--- src/rtl/axi_w_pkg.sv ---
// Shared types for the AXI write-data driver: beat payload layout and widths.
package axi_w_pkg;

    localparam int unsigned AXI_DATA_W = 32;
    localparam int unsigned AXI_STRB_W = AXI_DATA_W / 8;

    // One write-data beat as stored in the buffer and presented on the W channel.
    typedef struct packed {
        logic [AXI_DATA_W-1:0] data;
        logic [AXI_STRB_W-1:0] strb;
        logic                  last;
    } w_beat_t;

endpackage

--- src/rtl/axi_w_fifo.sv ---
// Synchronous FIFO of write beats with an explicit occupancy count.
// Ports:
//   clk, rst     - clock, synchronous active-high reset
//   push_i       - write wr_beat_i at the rising edge (ignored when full)
//   pop_i        - drop the head entry at the rising edge (ignored when empty)
//   wr_beat_i    - beat to store
//   rd_beat_o    - current head entry (undefined content when empty)
//   level_o      - number of stored beats, 0..DEPTH
module axi_w_fifo
    import axi_w_pkg::*;
#(
    parameter int unsigned DEPTH = 4
) (
    input  logic                       clk,
    input  logic                       rst,
    input  logic                       push_i,
    input  logic                       pop_i,
    input  w_beat_t                    wr_beat_i,
    output w_beat_t                    rd_beat_o,
    output logic [$clog2(DEPTH+1)-1:0] level_o
);

    localparam int unsigned PTR_W = $clog2(DEPTH);
    localparam int unsigned LVL_W = $clog2(DEPTH + 1);

    w_beat_t            mem_q [DEPTH];
    logic [PTR_W-1:0]   wr_ptr_q, wr_ptr_d;
    logic [PTR_W-1:0]   rd_ptr_q, rd_ptr_d;
    logic [LVL_W-1:0]   level_q, level_d;
    logic               do_push, do_pop;

    assign do_push = push_i && (level_q != LVL_W'(DEPTH));
    assign do_pop  = pop_i && (level_q != '0);

    // Pointer and level next-state; pointers wrap naturally since DEPTH is a power of two.
    always_comb begin
        wr_ptr_d = wr_ptr_q;
        rd_ptr_d = rd_ptr_q;
        level_d  = level_q;
        if (do_push) wr_ptr_d = wr_ptr_q + PTR_W'(1);
        if (do_pop)  rd_ptr_d = rd_ptr_q + PTR_W'(1);
        case ({do_push, do_pop})
            2'b10:   level_d = level_q + LVL_W'(1);
            2'b01:   level_d = level_q - LVL_W'(1);
            default: level_d = level_q;
        endcase
    end

    always_ff @(posedge clk) begin
        if (rst) begin
            wr_ptr_q <= '0;
            rd_ptr_q <= '0;
            level_q  <= '0;
        end else begin
            wr_ptr_q <= wr_ptr_d;
            rd_ptr_q <= rd_ptr_d;
            level_q  <= level_d;
        end
    end

    // Storage needs no reset: entries are only observed once level covers them.
    always_ff @(posedge clk) begin
        if (do_push) mem_q[wr_ptr_q] <= wr_beat_i;
    end

    assign rd_beat_o = mem_q[rd_ptr_q];
    assign level_o   = level_q;

endmodule

--- src/rtl/axi_wdata_driver.sv ---
// Manager-side AXI W channel source: buffers local beats, drives wvalid/wdata/
// wstrb/wlast, and flags wvalid waiting too long for wready.
// Ports:
//   clk, rst                        - clock, synchronous active-high reset
//   in_valid/in_ready               - local beat handshake
//   in_data/in_strb/in_last         - local beat payload
//   wvalid/wready                   - AXI W handshake
//   wdata/wstrb/wlast               - AXI W payload (zero when buffer empty)
//   level                           - buffered beat count
//   stall_cnt                       - consecutive stalled cycles, saturating
//   stall_err / clr_err             - sticky stall-limit flag and its clear
module axi_wdata_driver
    import axi_w_pkg::*;
#(
    parameter int unsigned DATA_W    = AXI_DATA_W,
    parameter int unsigned DEPTH     = 4,
    parameter int unsigned MAX_STALL = 2
) (
    input  logic                           clk,
    input  logic                           rst,
    input  logic                           in_valid,
    output logic                           in_ready,
    input  logic [DATA_W-1:0]              in_data,
    input  logic [DATA_W/8-1:0]            in_strb,
    input  logic                           in_last,
    output logic                           wvalid,
    input  logic                           wready,
    output logic [DATA_W-1:0]              wdata,
    output logic [DATA_W/8-1:0]            wstrb,
    output logic                           wlast,
    output logic [$clog2(DEPTH+1)-1:0]     level,
    output logic [$clog2(MAX_STALL+2)-1:0] stall_cnt,
    output logic                           stall_err,
    input  logic                           clr_err
);

    localparam int unsigned LVL_W   = $clog2(DEPTH + 1);
    localparam int unsigned STALL_W = $clog2(MAX_STALL + 2);
    localparam int unsigned STRB_W  = DATA_W / 8;

    w_beat_t             in_beat;
    w_beat_t             head_beat;
    logic [LVL_W-1:0]    level_w;
    logic                push, pop, stalled;
    logic [STALL_W-1:0]  stall_cnt_q, stall_cnt_d;
    logic                stall_err_q, stall_err_d;

    assign in_beat.data = AXI_DATA_W'(in_data);
    assign in_beat.strb = AXI_STRB_W'(in_strb);
    assign in_beat.last = in_last;

    // No full-bypass: a pop in the same cycle does not reopen in_ready.
    assign in_ready = (level_w != LVL_W'(DEPTH));
    assign wvalid   = (level_w != '0);
    assign push     = in_valid && in_ready;
    assign pop      = wvalid && wready;
    assign stalled  = wvalid && !wready;

    axi_w_fifo #(
        .DEPTH (DEPTH)
    ) u_fifo (
        .clk       (clk),
        .rst       (rst),
        .push_i    (push),
        .pop_i     (pop),
        .wr_beat_i (in_beat),
        .rd_beat_o (head_beat),
        .level_o   (level_w)
    );

    // Head only moves on a pop, so the payload is stable while stalled.
    assign wdata = wvalid ? DATA_W'(head_beat.data) : '0;
    assign wstrb = wvalid ? STRB_W'(head_beat.strb) : '0;
    assign wlast = wvalid && head_beat.last;
    assign level = level_w;

    // Stall counter saturates at MAX_STALL+1; error sets when that value is reached
    // and a same-edge violation overrides clr_err.
    always_comb begin
        stall_cnt_d = '0;
        stall_err_d = stall_err_q;
        if (clr_err) stall_err_d = 1'b0;
        if (stalled) begin
            if (stall_cnt_q != STALL_W'(MAX_STALL + 1)) begin
                stall_cnt_d = stall_cnt_q + STALL_W'(1);
            end else begin
                stall_cnt_d = stall_cnt_q;
            end
            if (stall_cnt_q >= STALL_W'(MAX_STALL)) stall_err_d = 1'b1;
        end
    end

    always_ff @(posedge clk) begin
        if (rst) begin
            stall_cnt_q <= '0;
            stall_err_q <= 1'b0;
        end else begin
            stall_cnt_q <= stall_cnt_d;
            stall_err_q <= stall_err_d;
        end
    end

    assign stall_cnt = stall_cnt_q;
    assign stall_err = stall_err_q;

endmodule

--- config.mk ---
export PLATFORM = sky130hd
export DESIGN_NAME = axi_wdata_driver
export DESIGN_NICKNAME = d
export VERILOG_FILES = /design/src/rtl/axi_w_pkg.sv /design/src/rtl/axi_w_fifo.sv /design/src/rtl/axi_wdata_driver.sv
export SDC_FILE = /design/constraint.sdc
export NUM_CORES = 1
export LEC_CHECK = 0
export CAP_MARGIN = 40
export CORE_ASPECT_RATIO = 1.1
export CORE_UTILIZATION = 45
export DETAILED_ROUTE_END_ITERATION = 6
export PLACE_DENSITY_LB_ADDON = 0.12
export SLEW_MARGIN = 25
export SYNTH_ARGS = -nofsm -noshare
export SYNTH_HDL_FRONTEND = slang
export SYNTH_SLANG_ARGS = --single-unit
--- constraint.sdc ---
create_clock -name clk -period 2.6 [get_ports clk]
set_input_delay 0.52 -clock clk [delete_from_list [all_inputs] [get_ports clk]]
set_output_delay 0.52 -clock clk [all_outputs]
set_load 0.02 [all_outputs]
==> impl_metrics.env, run 1 <==
export IMPL_multiInputGateArea_sq_mm=0.00142
export IMPL_synthSimpleGateAreaFrac=0.0572
export IMPL_grt_pass1_vias=3367
export IMPL_finalCritPeriodShare=0.968
export IMPL_rrSetupSlack_ns=0.51
export IMPL_dieArea_sq_mm=0.0143
export IMPL_required_ns=2.08
export IMPL_clk_pin_slew_worst_paths_ns=0.06
export IMPL_holdWs_ns=0.508
export IMPL_fin_skew_ns=0.00553
export IMPL_ant_nets=0
export IMPL_num_antenna_cells=0
export IMPL_num_vias=3038
export IMPL_crit_end="wdata[16]"
export IMPL_final_common_cell="edfxtp_1"
export IMPL_synth_top_family_by_area="multiplexers"
export IMPL_seq_area_frac_synth=0.754
export IMPL_seqCellArea_sq_mm=0.00469
export IMPL_maxSlewHeadroom=0.697
export IMPL_status="finished, final reports clean"
export IMPL_synth_compound_area_frac=0.00926
export IMPL_grt_max_degree=44
export IMPL_setup_violations=0
export IMPL_synth_fa_ha_area_frac=0.0173
export IMPL_syn_avg_cell_area_sq_um=20.4
export IMPL_r2r_start="u_fifo.level_o[0]"
export IMPL_syn_area_sq_mm=0.00622
export IMPL_finalWirelength_um=11400
export IMPL_worst_path_max_fanout=11
export IMPL_setup_worst_path_end_class="output pin"
export IMPL_first_pass_iters=4
export IMPL_dp_hpwl_um=6760
export IMPL_synth_cell_types=26
export IMPL_period_needed_ns=2.52
export IMPL_p_leak_nw=2.74
export IMPL_grt_use_total=0.176
export IMPL_wl_per_cell_um=18.7
export IMPL_ctsHoldBuffers=0
export IMPL_clock_path_buffers=2
export IMPL_finalHoldViolations=0
export IMPL_drt_iter0_markers=188
export IMPL_final_cell_mix="148 x edfxtp_1, 49 x clkdlybuf4s50_1, 38 x nor2b_1, 37 x mux4_2, 36 x dlygate4sd2_1"
export IMPL_fillers=1067
export IMPL_max_freq_mhz=397
export IMPL_drive_gt1_frac=0.198
export IMPL_gp_congestion=0.692
export IMPL_cts_tree="done"
export IMPL_die_w_um=114
export IMPL_rows=44
export IMPL_cts_htree_levels=4
export IMPL_start_kind="flop"
export IMPL_viasPerCell=5.00
export IMPL_clock_latency_ns=0.41
export IMPL_die_h_um=125
export IMPL_start_util=0.467
export IMPL_overflow=0
export IMPL_synthesis_nets=354
export IMPL_worstPathArrival_ns=2.00
export IMPL_reg2reg_to="u_fifo.level_o[2]"
export IMPL_nets=462
export IMPL_ys_ff_latch=160
export IMPL_cts_buffers=17
export IMPL_p_per_area_mw_per_mm2=1000
export IMPL_syn_inst=304
export IMPL_finalMaxSlewViolations=0
export IMPL_core_area_sq_mm=0.0133
export IMPL_drc_errors=0
export IMPL_syn_to_final_growth_pct=27.8
export IMPL_finalPower_mw=7.96
export IMPL_hold_path_class="flop to flop"
export IMPL_critPathKind="flop to output pin"
export IMPL_portBuffers=86
export IMPL_maxCapViolCount=0
export IMPL_synth_xor_area_share=0.00564
export IMPL_rr_worst_depth=9
export IMPL_rsz0062_at_grt="no"
export IMPL_yosysWarnings=0
export IMPL_cts_sinks=160
export IMPL_synthMuxAreaShare=0.137
export IMPL_antenna_found_initial=0
export IMPL_grt_pass1_wl_um=18300
export IMPL_max_slew_worst_pin_slew_ns=0.453
export IMPL_ios=87
export IMPL_peakVddDrop_uv=495
export IMPL_root_buffer="clkbuf_16"
-- synth_stat cells (all sizes together) --
| master | count | area [sq um] |
|---|---|---|
| nor2b | 38 | 238 |
| edfxtp | 148 | 4440 |
| nor3 | 1 | 10.0 |
| mux2 | 1 | 11.3 |
| o21ai | 2 | 10.0 |
| a21boi | 1 | 11.3 |
| o31ai | 1 | 7.51 |
| and2 | 4 | 25.0 |
| mux2i | 1 | 10.0 |
| ha | 7 | 87.6 |
| fa | 1 | 20.0 |
| nand2 | 2 | 7.51 |
| o32ai | 1 | 8.76 |
| clkbuf | 6 | 23.8 |
| or3 | 2 | 12.5 |
| nor4 | 2 | 12.5 |
| inv | 10 | 37.5 |
| dfxtp | 12 | 240 |
| nor2 | 10 | 37.5 |
| a21oi | 4 | 20.0 |
| buf | 7 | 60.1 |
| mux4 | 37 | 833 |
| xor2 | 4 | 35.0 |
| nand2b | 2 | 12.5 |
-- power breakdown --
group / internal, mW / switching (mW) / total [mW]
Sequential: 3.11 / 0.116 / 3.22
Clock: 1.29 / 0.888 / 2.17
Combinational: 1.22 / 1.34 / 2.56
Total: 5.61 / 2.35 / 7.96
-- worst max-delay path, stage by stage, from the launching register on --
cell and delay (ns):
dfxtp_4 0.40, clkbuf_16 0.21, mux4_2 0.49, nor2b_1 0.16
dlygate4sd2_1 0.33
-- per-stage QoR --
stage	TNS [ns]	util	setup WS, ns	std cells	cell area, sq um
2_1_floorplan	0	-	0.354	304	6220
3_3_place_gp	0	0.558	0.171	576	7440
3_5_place_dp	0	0.558	0.114	576	7440
4_1_cts	-0.129	0.594	-0.129	607	7910
5_1_grt	0	0.596	0.0153	608	7940
6_report	0	0.596	0.0821	608	7940
-- sequential cells by signal, indices dropped and copies added, names as in the netlist, named ones only --
signal           flops
stall_cnt            2
stall_err            1
u_fifo.wr_ptr_q      2
u_fifo.mem_q       148
u_fifo.rd_ptr_q      2
u_fifo.level_o       3
-- kinds of logic (layout without fill, tap and decap cells) --
| kind of cell | Yosys count | in the layout |
|---|---|---|
| muxes | 39 | 39 |
| DFF | 160 | 160 |
| and+or+nand+nor | 61 | 61 |
| adders and majority gates | 8 | 8 |
| buffers and inverters | 23 | 143 |
| AOI/OAI and AO/OA | 9 | 9 |
| xor gates and xnor gates | 4 | 4 |
-- area by class of cell --
type | instances | share of cell area
Clock inverter | 10 | 0.00898
Multi-Input combinational cell | 121 | 0.179
Timing Repair Buffer | 102 | 0.132
Tap cell | 184 | 0.0290
Sequential cell | 160 | 0.591
Clock buffer | 21 | 0.0555
Inverter | 10 | 0.00473
-- what timing repair did --
action,4_1_cts,5_1_grt
pin swaps,0,0
gates resized for setup,37,3
buffers inserted,0,0
hold endpoints to repair,0,0
gates cloned,0,1
setup endpoints to repair,37,26
-- how the worst min path moves through the flow --
stage,slack (ns),start,cells past startpoint,to
2_1_floorplan,0.46,u_fifo.rd_ptr_q[1],2,flop
3_3_place_gp,0.49,u_fifo.rd_ptr_q[1],2,flop
3_5_place_dp,0.50,u_fifo.rd_ptr_q[1],2,flop
4_1_cts,0.51,u_fifo.rd_ptr_q[1],2,flop
5_1_grt,0.55,u_fifo.rd_ptr_q[1],2,flop
6_report,0.51,u_fifo.rd_ptr_q[1],2,flop
-- layer usage --
layer  part of all wire  global-route usage  routed length (um)
met2               0.51               0.288                5820
met1               0.44               0.222                5020
met5                  0                   0                   0
met4              0.013              0.0772                 153
met3              0.034              0.0470                 391
Note: power is estimated with default switching activity, not from simulation.
==> inputs of run 2 (changes only) <==
--- a/config.mk
+++ b/config.mk
@@ -7,7 +7,7 @@
 export LEC_CHECK = 0
 export CAP_MARGIN = 40
 export CORE_ASPECT_RATIO = 1.1
-export CORE_UTILIZATION = 45
+export CORE_UTILIZATION = 54
 export DETAILED_ROUTE_END_ITERATION = 6
 export PLACE_DENSITY_LB_ADDON = 0.12
 export SLEW_MARGIN = 25
==> run 2 against run 1 <==
Sequential power about the same. Hold slack gained 0.0034 ns. Non-clock buffer count down 3. Largest cell class unchanged.
==> impl_metrics.env, run 2 (same netlist as run 1, synthesis figures left out) <==
export IMPL_maxCapViolCount=0
export IMPL_start_util=0.562
export IMPL_peakVddDrop_uv=653
export IMPL_ctsHoldBuffers=0
export IMPL_finalMaxSlewViolations=0
export IMPL_fillers=707
export IMPL_hold_path_class="flop to flop"
export IMPL_grt_use_met1=0.252
export IMPL_finalCritPeriodShare=0.975
export IMPL_critPathSlowestCell="mux4_2"
export IMPL_dp_hpwl_um=6460
export IMPL_setup_worst_path_end_class="output pin"
export IMPL_cts_buffers=17
export IMPL_final_cell_mix="148 x edfxtp_1, 49 x clkdlybuf4s50_1, 38 x nor2b_1, 37 x mux4_2, 35 x dlygate4sd2_1"
export IMPL_num_antenna_cells=0
export IMPL_grt_pass1_wl_um=16800
export IMPL_gr_usage_met3=0.0427
export IMPL_max_slew_worst_pin_slew_ns=0.423
export IMPL_cts_tree="done"
export IMPL_finalPower_mw=8.05
export IMPL_required_ns=2.08
export IMPL_rrSetupSlack_ns=0.54
export IMPL_fin_skew_ns=0.00558
export IMPL_portBuffers=86
export IMPL_worstPathArrival_ns=2.02
export IMPL_ant_nets=0
export IMPL_met2_usage=0.320
export IMPL_setup_violations=0
export IMPL_clock_latency_ns=0.41
export IMPL_syn_to_final_growth_pct=26.9
export IMPL_die_w_um=104
export IMPL_root_buffer="clkbuf_16"
export IMPL_p_per_area_mw_per_mm2=1020
export IMPL_overflow=0
export IMPL_finalWirelength_um=10700
export IMPL_worstPathCellList="buf_12 > mux4_2 > nor2b_1 > dlygate4sd2_1"
export IMPL_gp_congestion=0.696
export IMPL_p_leak_nw=2.71
export IMPL_viasPerCell=5.36
export IMPL_wl_per_cell_um=18.8
export IMPL_critPathKind="flop to output pin"
export IMPL_final_common_cell="edfxtp_1"
export IMPL_largest_reg_flops=148
export IMPL_grt_busiest_layer="met2"
export IMPL_die_h_um=115
export IMPL_fin_util=0.713
export IMPL_worst_path_max_fanout=20
export IMPL_holdWs_ns=0.511
export IMPL_clock_path_buffers=2
export IMPL_num_vias=3049
export IMPL_status="finished, final reports clean"
export IMPL_drc_errors=0
export IMPL_slowest_delay_ns=0.52
export IMPL_max_freq_mhz=394
export IMPL_drive_gt1_frac=0.211
export IMPL_finalHoldViolations=0
export IMPL_antenna_found_initial=0
export IMPL_rsz0062_at_grt="no"
export IMPL_nets=459
export IMPL_grt_use_total=0.195
export IMPL_grt_max_degree=32
export IMPL_final_area_sq_mm=0.00789
export IMPL_rows=40
export IMPL_first_pass_iters=5
export IMPL_maxSlewHeadroom=0.717
export IMPL_clk_pin_slew_worst_paths_ns=0.06
export IMPL_core_area_sq_mm=0.0111
export IMPL_top_register="u_fifo.mem_q"
export IMPL_dpl_cell_area_sq_mm=0.00736
export IMPL_fin_tns_setup_ns=0
export IMPL_period_needed_ns=2.54
export IMPL_cts_htree_levels=4
export IMPL_drt_iter0_markers=159
export IMPL_dieArea_sq_mm=0.0119
export IMPL_post_cts_buffers=0
export IMPL_grt_pass1_vias=3164
export IMPL_ios=87
export IMPL_cts_sinks=160
export IMPL_start_kind="flop"
[run 2: changes by cell type in the layout (fill, tap and decap cells not counted), sizes merged, moves of 2 or more]
cell           change
clkinv             -2
buf                -2
inv                +2
clkinvlp           +3
clkdlybuf4s15      +2
clkbuf             -4
[run 2: area by class of cell]
type,instances,area [sq um],area share
clock inverter,14,140,0.0178
multi-input combinational,121,1420,0.180
inverter,10,37.5,0.00476
sequential,160,4690,0.594
clock buffer,18,429,0.0544
tap,147,184,0.0233
timing repair buffer,99,990,0.125
[run 2: worst paths after layout]
kind | start | endpoint | cells past startpoint
max | flop | wdata[26] | 4
min | u_fifo.wr_ptr_q[1] | u_fifo.wr_ptr_q[1] | 2
max reg2reg | u_fifo.level_o[0] | u_fifo.level_o[2] | 9
min reg2reg | u_fifo.wr_ptr_q[1] | u_fifo.wr_ptr_q[1] | 2
[run 2: worst max-delay path, delay by kind of cell, from the launching register on]
| kind | cells | cell delay (ns) |
|---|---|---|
| muxes | 1 | 0.52 |
| and+or+nand+nor | 1 | 0.15 |
| DFF | 1 | 0.37 |
| buffers and inverters | 2 | 0.56 |
[run 2: report_power, final]
part	total, mW	internal [mW]	switching, mW
combinational	2.48	1.16	1.32
clock	2.35	1.41	0.945
sequential	3.21	3.10	0.109
total	8.05	5.67	2.38
[run 2: per-stage QoR]
step	setup slack [ns]	std cells
2_1_floorplan	0.354	304
3_3_place_gp	0.183	537
3_5_place_dp	0.119	537
4_1_cts	0.0210	569
5_1_grt	0.00277	569
6_report	0.0649	569
[run 2: what timing repair did]
action / 4_1_cts / 5_1_grt
endpoints found under the hold margin: 0 / 0
setup endpoints to repair: 37 / 2
gates resized for setup: 37 / 2
[run 2: routing by layer]
layer / wire (um) / vias to the layer above
met4: 178 / 0
li1: - / 1407
met5: 0 / -
met1: 4600 / 1543
met2: 5450 / 85
met3: 472 / 14
